## config.mk

```make
export PLATFORM = sky130hd
export DESIGN_NAME = mul_div_unit
export DESIGN_NICKNAME = d
export VERILOG_FILES = /design/src/rtl/mul_div_unit_pkg.sv /design/src/rtl/md_sign_fix.sv /design/src/rtl/mul_div_unit.sv
export SDC_FILE = /design/constraint.sdc
export NUM_CORES = 1
export LEC_CHECK = 0
export BUFFER_PORTS_ARGS = -buffer_cell sky130_fd_sc_hd__buf_4
export CAP_MARGIN = 0
export CORE_UTILIZATION = 55
export DETAILED_ROUTE_END_ITERATION = 7
export PLACE_DENSITY = 0.74
export SKIP_LAST_GASP = 1
export SLEW_MARGIN = 30
export SYNTH_ARGS = -nofsm -noshare
export SYNTH_HDL_FRONTEND = slang
export SYNTH_SLANG_ARGS = --single-unit
```

## constraint.sdc

```tcl
create_clock -name clk -period 10.3 [get_ports clk]
set_input_delay 2.06 -clock clk [delete_from_list [all_inputs] [get_ports clk]]
set_output_delay 2.06 -clock clk [all_outputs]
set_load 0.05 [all_outputs]
```

## src/rtl/mul_div_unit_pkg.sv

```systemverilog
// Shared operation codes, FSM state encoding and op-decoding helpers for the
// iterative multiply/divide unit.
package mul_div_unit_pkg;

    typedef enum logic [1:0] {
        MD_MULT  = 2'b00,
        MD_MULTU = 2'b01,
        MD_DIV   = 2'b10,
        MD_DIVU  = 2'b11
    } md_op_e;

    typedef enum logic [1:0] {
        IDLE = 2'b00,
        CALC = 2'b01,
        DONE = 2'b10
    } md_state_e;

    function automatic logic op_is_signed(input md_op_e o);
        return ~o[0];
    endfunction

    function automatic logic op_is_div(input md_op_e o);
        return o[1];
    endfunction

endpackage

```

## src/rtl/md_sign_fix.sv

```systemverilog
// Combinational negate-if-needed used to restore signs on product, quotient
// and remainder magnitudes.
module md_sign_fix #(
    parameter int W = 32
) (
    input  logic [W-1:0] val,
    input  logic         neg,
    output logic [W-1:0] res
);

    assign res = neg ? -val : val;

endmodule

```

## src/rtl/mul_div_unit.sv

```systemverilog
// Multi-cycle MULT/MULTU/DIV/DIVU unit with HI/LO result registers: one
// shift-add or restoring-divide step per cycle, fixed data-independent latency.
module mul_div_unit #(
    parameter int WIDTH = 32,
    parameter int CNT_W = $clog2(WIDTH) + 1
) (
    input  logic             clk,
    input  logic             rst,
    input  logic             start,
    input  logic [1:0]       op,
    input  logic [WIDTH-1:0] a,
    input  logic [WIDTH-1:0] b,
    input  logic             cancel,
    output logic             busy,
    output logic             valid,
    output logic [WIDTH-1:0] hi,
    output logic [WIDTH-1:0] lo,
    output logic             div_by_zero
);

    import mul_div_unit_pkg::*;

    localparam logic [CNT_W-1:0] LAST = CNT_W'(WIDTH);

    md_state_e          state;
    md_op_e             op_q;
    logic [CNT_W-1:0]   cnt;
    logic               sign_a, sign_b, b_zero;
    logic [WIDTH-1:0]   a_orig, mag_a, mag_b, rem;
    logic [2*WIDTH-1:0] acc;

    logic               in_signed;
    logic [WIDTH-1:0]   abs_a, abs_b;
    logic [WIDTH:0]     mul_sum;
    logic [WIDTH:0]     div_shift;
    logic               div_ge;
    logic [WIDTH-1:0]   rem_next;
    logic [2*WIDTH-1:0] prod_s;
    logic [WIDTH-1:0]   quo_s, rem_s;

    // A plain W-bit negate is enough: -2^(W-1) maps to 2^(W-1) read unsigned.
    assign in_signed = op_is_signed(md_op_e'(op));
    assign abs_a     = (in_signed && a[WIDTH-1]) ? -a : a;
    assign abs_b     = (in_signed && b[WIDTH-1]) ? -b : b;

    assign mul_sum   = {1'b0, acc[2*WIDTH-1:WIDTH]} + (acc[0] ? {1'b0, mag_a} : '0);

    assign div_shift = {rem, acc[WIDTH-1]};
    assign div_ge    = div_shift >= {1'b0, mag_b};
    assign rem_next  = div_ge ? WIDTH'(div_shift - {1'b0, mag_b}) : div_shift[WIDTH-1:0];

    md_sign_fix #(.W(2*WIDTH)) u_prod_fix (.val(acc),          .neg(sign_a ^ sign_b), .res(prod_s));
    md_sign_fix #(.W(WIDTH))   u_quo_fix  (.val(acc[WIDTH-1:0]), .neg(sign_a ^ sign_b), .res(quo_s));
    md_sign_fix #(.W(WIDTH))   u_rem_fix  (.val(rem),          .neg(sign_a),          .res(rem_s));

    always_ff @(posedge clk or posedge rst) begin
        if (rst) begin
            state       <= IDLE;
            op_q        <= MD_MULT;
            cnt         <= '0;
            sign_a      <= 1'b0;
            sign_b      <= 1'b0;
            b_zero      <= 1'b0;
            a_orig      <= '0;
            mag_a       <= '0;
            mag_b       <= '0;
            rem         <= '0;
            acc         <= '0;
            busy        <= 1'b0;
            valid       <= 1'b0;
            hi          <= '0;
            lo          <= '0;
            div_by_zero <= 1'b0;
        end else begin
            valid <= 1'b0;
            case (state)
                IDLE: begin
                    if (start && !cancel) begin
                        state  <= CALC;
                        busy   <= 1'b1;
                        op_q   <= md_op_e'(op);
                        cnt    <= '0;
                        sign_a <= in_signed & a[WIDTH-1];
                        sign_b <= in_signed & b[WIDTH-1];
                        b_zero <= (b == '0);
                        a_orig <= a;
                        mag_a  <= abs_a;
                        mag_b  <= abs_b;
                        rem    <= '0;
                        // Multiply shifts the multiplier out of the low half;
                        // divide shifts the dividend out and the quotient in.
                        acc    <= {{WIDTH{1'b0}}, op_is_div(md_op_e'(op)) ? abs_a : abs_b};
                    end
                end
                CALC: begin
                    if (cancel) begin
                        state <= IDLE;
                        busy  <= 1'b0;
                    end else if (cnt == LAST) begin
                        state <= DONE;
                        valid <= 1'b1;
                        if (!op_is_div(op_q)) begin
                            hi          <= prod_s[2*WIDTH-1:WIDTH];
                            lo          <= prod_s[WIDTH-1:0];
                            div_by_zero <= 1'b0;
                        end else if (b_zero) begin
                            hi          <= a_orig;
                            lo          <= '1;
                            div_by_zero <= 1'b1;
                        end else begin
                            hi          <= rem_s;
                            lo          <= quo_s;
                            div_by_zero <= 1'b0;
                        end
                    end else begin
                        cnt <= cnt + CNT_W'(1);
                        if (op_is_div(op_q)) begin
                            rem               <= rem_next;
                            acc[WIDTH-1:0]    <= {acc[WIDTH-2:0], div_ge};
                        end else begin
                            acc <= {mul_sum, acc[WIDTH-1:1]};
                        end
                    end
                end
                DONE: begin
                    state <= IDLE;
                    busy  <= 1'b0;
                end
                default: begin
                    state <= IDLE;
                    busy  <= 1'b0;
                end
            endcase
        end
    end

endmodule

```

=== After elaboration in Yosys (flattened, before gate mapping) ===
Index checks and enable logic that the tools add are counted.

* Output and inout bits: 67
* Bits in registers: 272
* Input port bits: 70
* Logic and storage cells: 93

* Multiplexer cells: 39
* $lt $le $gt $ge: 1
* Bitwise operators: 5
* Reduce and logical (&&, ||, !) cells: 14
* $add $sub $neg: 8
* Eq/ne operators: 9

{| class="wikitable"
|+ Operators with widths
! kind !! number
|-
| $mux W32 || 17
|-
| $mux W64 || 4
|-
| $neg A32 Y32 || 4
|-
| $pmux W64 S2 || 1
|-
| $neg A64 Y64 || 1
|-
| $pmux W32 S2 || 1
|-
| $add A32 B32 Y33 || 1
|-
| $ge A33 B32 Y1 || 1
|-
| $logic_not A32 Y1 || 1
|-
| $sub A32 B32 Y32 || 1
|-
| $mux W6 || 3
|-
| $ne A2 B2 Y1 const B || 6
|-
| $pmux W6 S2 || 1
|-
| $reduce_and A5 Y1 || 2
|-
| $mux W1 || 7
|-
| $add A6 B1 Y6 const B || 1
|-
| $eq A6 B6 Y1 const B || 1
|-
| $mux W2 || 3
|-
| $reduce_and A2 Y1 || 3
|-
| $pmux W2 S2 || 1
|-
| $reduce_and A4 Y1 || 1
|-
| $logic_and A1 B1 Y1 || 3
|-
| $ne A3 B3 Y1 const B || 1
|-
| $reduce_and A3 Y1 || 1
|-
| other kinds (8) || 10
|}

=== Depth between registers and ports, before layout ===
* Depth in word-level cells: 6
* Depth in mapped cells: 13
* Depth with buffers taken out: 12

=== By module ===
A second synthesis with hierarchy kept.

* Cells, all modules: 2,337
* Area, all modules: 19,412.4 um^2

{| class="wikitable"
|+ By module, submodules not included
! module !! seq. area each (um^2) !! times used !! area each (um^2) !! cells each
|-
| mul_div_unit || 6,756.5 || 1 || 16,443.3 || 1,932
|-
| md_sign_fix (u_prod_fix) || 0.0 || 1 || 1,453.9 || 198
|-
| md_sign_fix (u_quo_fix) || 0.0 || 1 || 767.0 || 108
|-
| md_sign_fix (u_rem_fix) || 0.0 || 1 || 748.2 || 99
|}

=== Least setup slack after synthesis ===
Ideal clock, no wire load.

* Path type: in2reg
* Start point: input b[15]
* End point: register acc[30]
* Setup slack: 6.022 ns
* Library setup time: 0.151 ns
* Arrival time: 4.127 ns
* Stages on the path: 8
* Path buffers: 0
* Required time: 10.149 ns
* Path through: or4_1 or4_1 nor3b_1 nand3b_1 o21ai_0 xnor2_1 o21ai_0 o311ai_0

* Word-level cells in the longest chain between the ends: 5

{| class="wikitable"
|+ Ends and longest elaborated chain
! element !! line !! RTL
|-
| start: declaration || mul_div_unit.sv:12 || <nowiki>input logic [WIDTH-1:0] b,</nowiki>
|-
| $neg A32 Y32 || mul_div_unit.sv:44 || <nowiki>assign abs_b = (in_signed && b[WIDTH-1]) ? -b : b;</nowiki>
|-
| $mux W32 || mul_div_unit.sv:44 ||
|-
| $mux W32 || mul_div_unit.sv:92 || <nowiki>acc <= {{WIDTH{1'b0}}, op_is_div(md_op_e'(op)) ? abs_a : abs_b};</nowiki>
|-
| $mux W64 || mul_div_unit.sv:78 || <nowiki>if (start && !cancel) begin</nowiki>
|-
| $pmux W64 S2 || mul_div_unit.sv:76 || <nowiki>case (state)</nowiki>
|-
| end signal: assignment || mul_div_unit.sv:92 ||
|-
| end signal: indexed assignment || mul_div_unit.sv:119 || <nowiki>acc[WIDTH-1:0] <= {acc[WIDTH-2:0], div_ge};</nowiki>
|-
| end signal: assignment || mul_div_unit.sv:121 || <nowiki>acc <= {mul_sum, acc[WIDTH-1:1]};</nowiki>
|-
| end: declaration || mul_div_unit.sv:30 || <nowiki>logic [2*WIDTH-1:0] acc;</nowiki>
|}

Every way passes these cells. The select of a mux whose other input is x is not followed.
A chain may end at the register's enable or synchronous reset.

=== Worst setup path in the final report ===
* Start point: input a[17]
* End point: register acc[29]

* Word-level cells in the longest chain between the ends: 5

{| class="wikitable"
|+ Ends and longest elaborated chain
! element !! line !! RTL
|-
| start: declaration || mul_div_unit.sv:11 || <nowiki>input logic [WIDTH-1:0] a,</nowiki>
|-
| $neg A32 Y32 || mul_div_unit.sv:43 || <nowiki>assign abs_a = (in_signed && a[WIDTH-1]) ? -a : a;</nowiki>
|-
| $mux W32 || mul_div_unit.sv:43 ||
|-
| $mux W32 || mul_div_unit.sv:92 ||
|-
| $mux W64 || mul_div_unit.sv:78 ||
|-
| $pmux W64 S2 || mul_div_unit.sv:76 ||
|}

Every way passes these cells. The select of a mux whose other input is x is not followed.

==> results.json <==
{
  "syn_area_per_cell_sq_um": 8.278,
  "worstSetupStartpointType": "input port",
  "ys_top_cells_by_area": "dfrtp_1 36%, nand2_1 7.3%, o21ai_0 6.7%",
  "rsz0062_at_grt": "false",
  "portBuffers": 136,
  "most-common-layout-cells": "367 x nand2_1, 269 x dfrtp_1, 251 x o21ai_0, 167 x a21oi_1, 158 x buf_4",
  "clock_input_transition_at_the_sequential_cells_of_the_worst_setup_and_hold_paths_ns": 0.06,
  "cts_tree": "done",
  "area_growth_pct": 12.86,
  "power.static_leakage_nw": 9.712,
  "timing.critical_path.cells": "buf_4 > or4_1 > nor4b_1 > nand2b_1 > nor3_1 > a21oi_1 > xnor2_1 > mux2i_1 > a221o_1",
  "ff2ff_path_depth": 9,
  "clock_latency_ns": 0.52,
  "maximum_number_of_pins_on_one_net_before_global_route_repair": 131,
  "starting_density_of_the_core_pct": 56.01,
  "detailedPlacementHpwl_mm": 43.31,
  "detail_route_antenna_nets": 0,
  "routed-via-count": 17510,
  "die_height_microns": 186.8,
  "async_reset_ff_share_pct": 100.0,
  "cts-root-buf": "clkbuf_16",
  "slew_headroom_pct": 22.00,
  "timing.critical_path.fanout_max": 5,
  "io_pins": 137,
  "fin_nets": 2473,
  "timing.fmax_mhz": 223.1,
  "reg2reg_to": "hi[24]",
  "critical_path_endpoint_category": "register",
  "run_status": "complete, no violations",
  "worst_case_hold_path_end_point": "mag_a[24]",
  "routed_wl_mm": 59.21,
  "drt_pre_antenna_iters": 7,
  "final-hold-violation-count": 0,
  "slowest_stage": "nor4b_1",
  "routed_wl_per_cell_microns": 21.13,
  "syn_area_sq_um": 18780,
  "worst_pin_slew_ns": 1.155,
  "timing.rr.start": "rem[0]",
  "synth_enable_flop_cells": 0,
  "path_buf_inv": 1,
  "ctsHoldBuffers": 0,
  "layout-drive-gt1-share_pct": 10.96,
  "post-route-period-util_pct": 43.52,
  "drc": 0,
  "power.total_w": 0.003765,
  "yosys.area.top_type_share_pct": 35.97,
  "grt_pass1_vias": 16340,
  "gr-usage-all-layers_pct": 33.62,
  "cts-htree-levels": 2,
  "tritoncts.num_buffers": 34,
  "diodes": 0,
  "placementRows": 67,
  "yosys.cell_types.count": 89,
  "footprint_of_the_multi_input_gates_sq_um": 11180,
  "min_period_ns": 4.483,
  "gr-total-overflow": 0,
  "postSynthRegisterBits": 270,
  "fill_cells": 2962,
  "max_cap_violations": 0,
  "detailedRoute.firstIterationViolations": 1753,
  "max-vdd-ir-drop_uv": 113.7,
  "die_w_microns": 186.8,
  "worst-endpoint-required_ns": 10.70,
  "hp-class": "reg2reg",
  "clock_skew_ns": 0.01796,
  "layout_commonest_cell": "nand2_1",
  "number_of_warning_messages_in_the_yosys_log": 0,
  "setup_viol": 0,
  "synth_nets": 2411,
  "power_per_cell_area_nw_per_um2": 177.6,
  "cts.repair.resized": 0,
  "criticalPathCategory": "in2reg",
  "design.die.area_sq_um": 34890,
  "ys.flop_type": "dfrtp_1",
  "post_layout_nonfiller_instances": 2802,
  "synth_top_area_cell": "dfrtp_1",
  "clock-sinks": 270,
  "area.sequential_sq_um": 6758,
  "crit_arrival_ns": 4.88,
  "setup.reg_to_reg.worst_slack_ns": 6.40,
  "worstHoldStart": "mag_a[24]",
  "final-max-slew-violation-count": 0,
  "final_core_utilization_pct": 63.21,
  "initial_antenna_violation_count": 1,
  "delay_of_the_slowest_cell_on_the_worst_path_ns": 0.66,
  "place.gp.congestion": 0.9744,
  "timing.critical_path.max_delay_family": "simple AND/OR/NAND/NOR gates",
  "critical_path_depth": 9,
  "hold_path_depth": 2,
  "postCtsSetupBuffers": 0,
  "holdWs_ns": 0.4721,
  "grt_pass1_wl_mm": 92.27,
  "ctsLongestPathBuffers": 3,
  "timing.setup.tns_ns": 0,
  "portion_of_the_post_synthesis_area_used_by_sequential_elements_pct": 35.97,
  "dpl.cell_count": 2742,
  "syn_inst": 2269,
  "core_area_sq_um": 33530,
  "vias_per_std_cell": 6.250
}
==> sequential cells by signal (all words and copies together), names as in the netlist, 2 cells and up <==
signal / flops
cnt: 6
lo: 32
a_orig: 32
acc: 64
rem: 32
hi: 32
mag_a: 31
mag_b: 32
state: 2
==> metal layers <==
| metal | vias to the layer above | global-route usage [%] | wire length (microns) |
|---|---|---|---|
| met2 | 784 | 51.82 | 26340 |
| met5 | - | 0 | 13 |
| met1 | 8398 | 45.88 | 24720 |
| met3 | 152 | 6.037 | 5147 |
| li1 | 8176 | - | - |
| met4 | 2 | 15.95 | 2981 |
==> worst max path at each step <==
stage | start | endpoint
6_report | a[17] | acc[29]
5_1_grt | cancel | rem[30]
4_1_cts | cancel | rem[1]
3_5_place_dp | cancel | rem[1]
3_3_place_gp | cancel | rem[2]
2_1_floorplan | rst | a_orig[0]
==> final cells by class <==
type	instances	area share, %
Clock buffer	53	4.781
Inverter	81	1.476
Sequential cell	270	31.88
Timing Repair Buffer	162	5.968
Multi-Input combinational cell	1782	52.74
Tap cell	448	2.644
Clock inverter	6	0.5135
==> through the flow <==
step	setup slack (ns)	area, sq um
finish	5.817	21200
global route	5.684	21200
CTS	5.602	21170
detailed placement	5.094	20050
global placement	5.261	20000
floorplan	0.8013	18780
==> power breakdown <==
group / leakage, nW / switching, W / internal, W
Clock: 0.549 / 0.000466 / 0.000750
Combinational: 5.61 / 0.000726 / 0.000457
Sequential: 3.55 / 0.000167 / 0.00120
Total: 9.71 / 0.00136 / 0.00241
==> worst register-to-register path, stage by stage (launching register included) <==
cell	delay (ns)
dfrtp_1	0.46
inv_1	0.12
ha_1	0.21
or4b_2	0.63
nor3_1	0.36
nand4b_1	0.26
o311a_1	0.36
o41ai_1	1.02
a21oi_1	0.17
o31ai_1	0.22
==> synthesized netlist by cell type, types with 26 or more instances <==
master / n
and2_1: 36
o31ai_1: 26
nor2_1: 157
dfrtp_1: 270
xnor2_1: 115
o21ai_0: 251
mux2i_1: 79
nand2_1: 367
xor2_1: 80
a21oi_1: 168
clkbuf_1: 107
ha_1: 70
nor3_1: 38
inv_1: 78
==> cell families after synthesis <==
kind of cell / synth area share, %
flip-flops: 35.97
adder cells (fa/ha/maj): 4.876
AO/OA/AOI/OAI: 21.12
AND/OR/NAND/NOR: 19.59
buffers and inverters: 4.956
XOR/XNOR: 9.093
multiplexers: 4.390
Power figures use the tool's default switching activity.
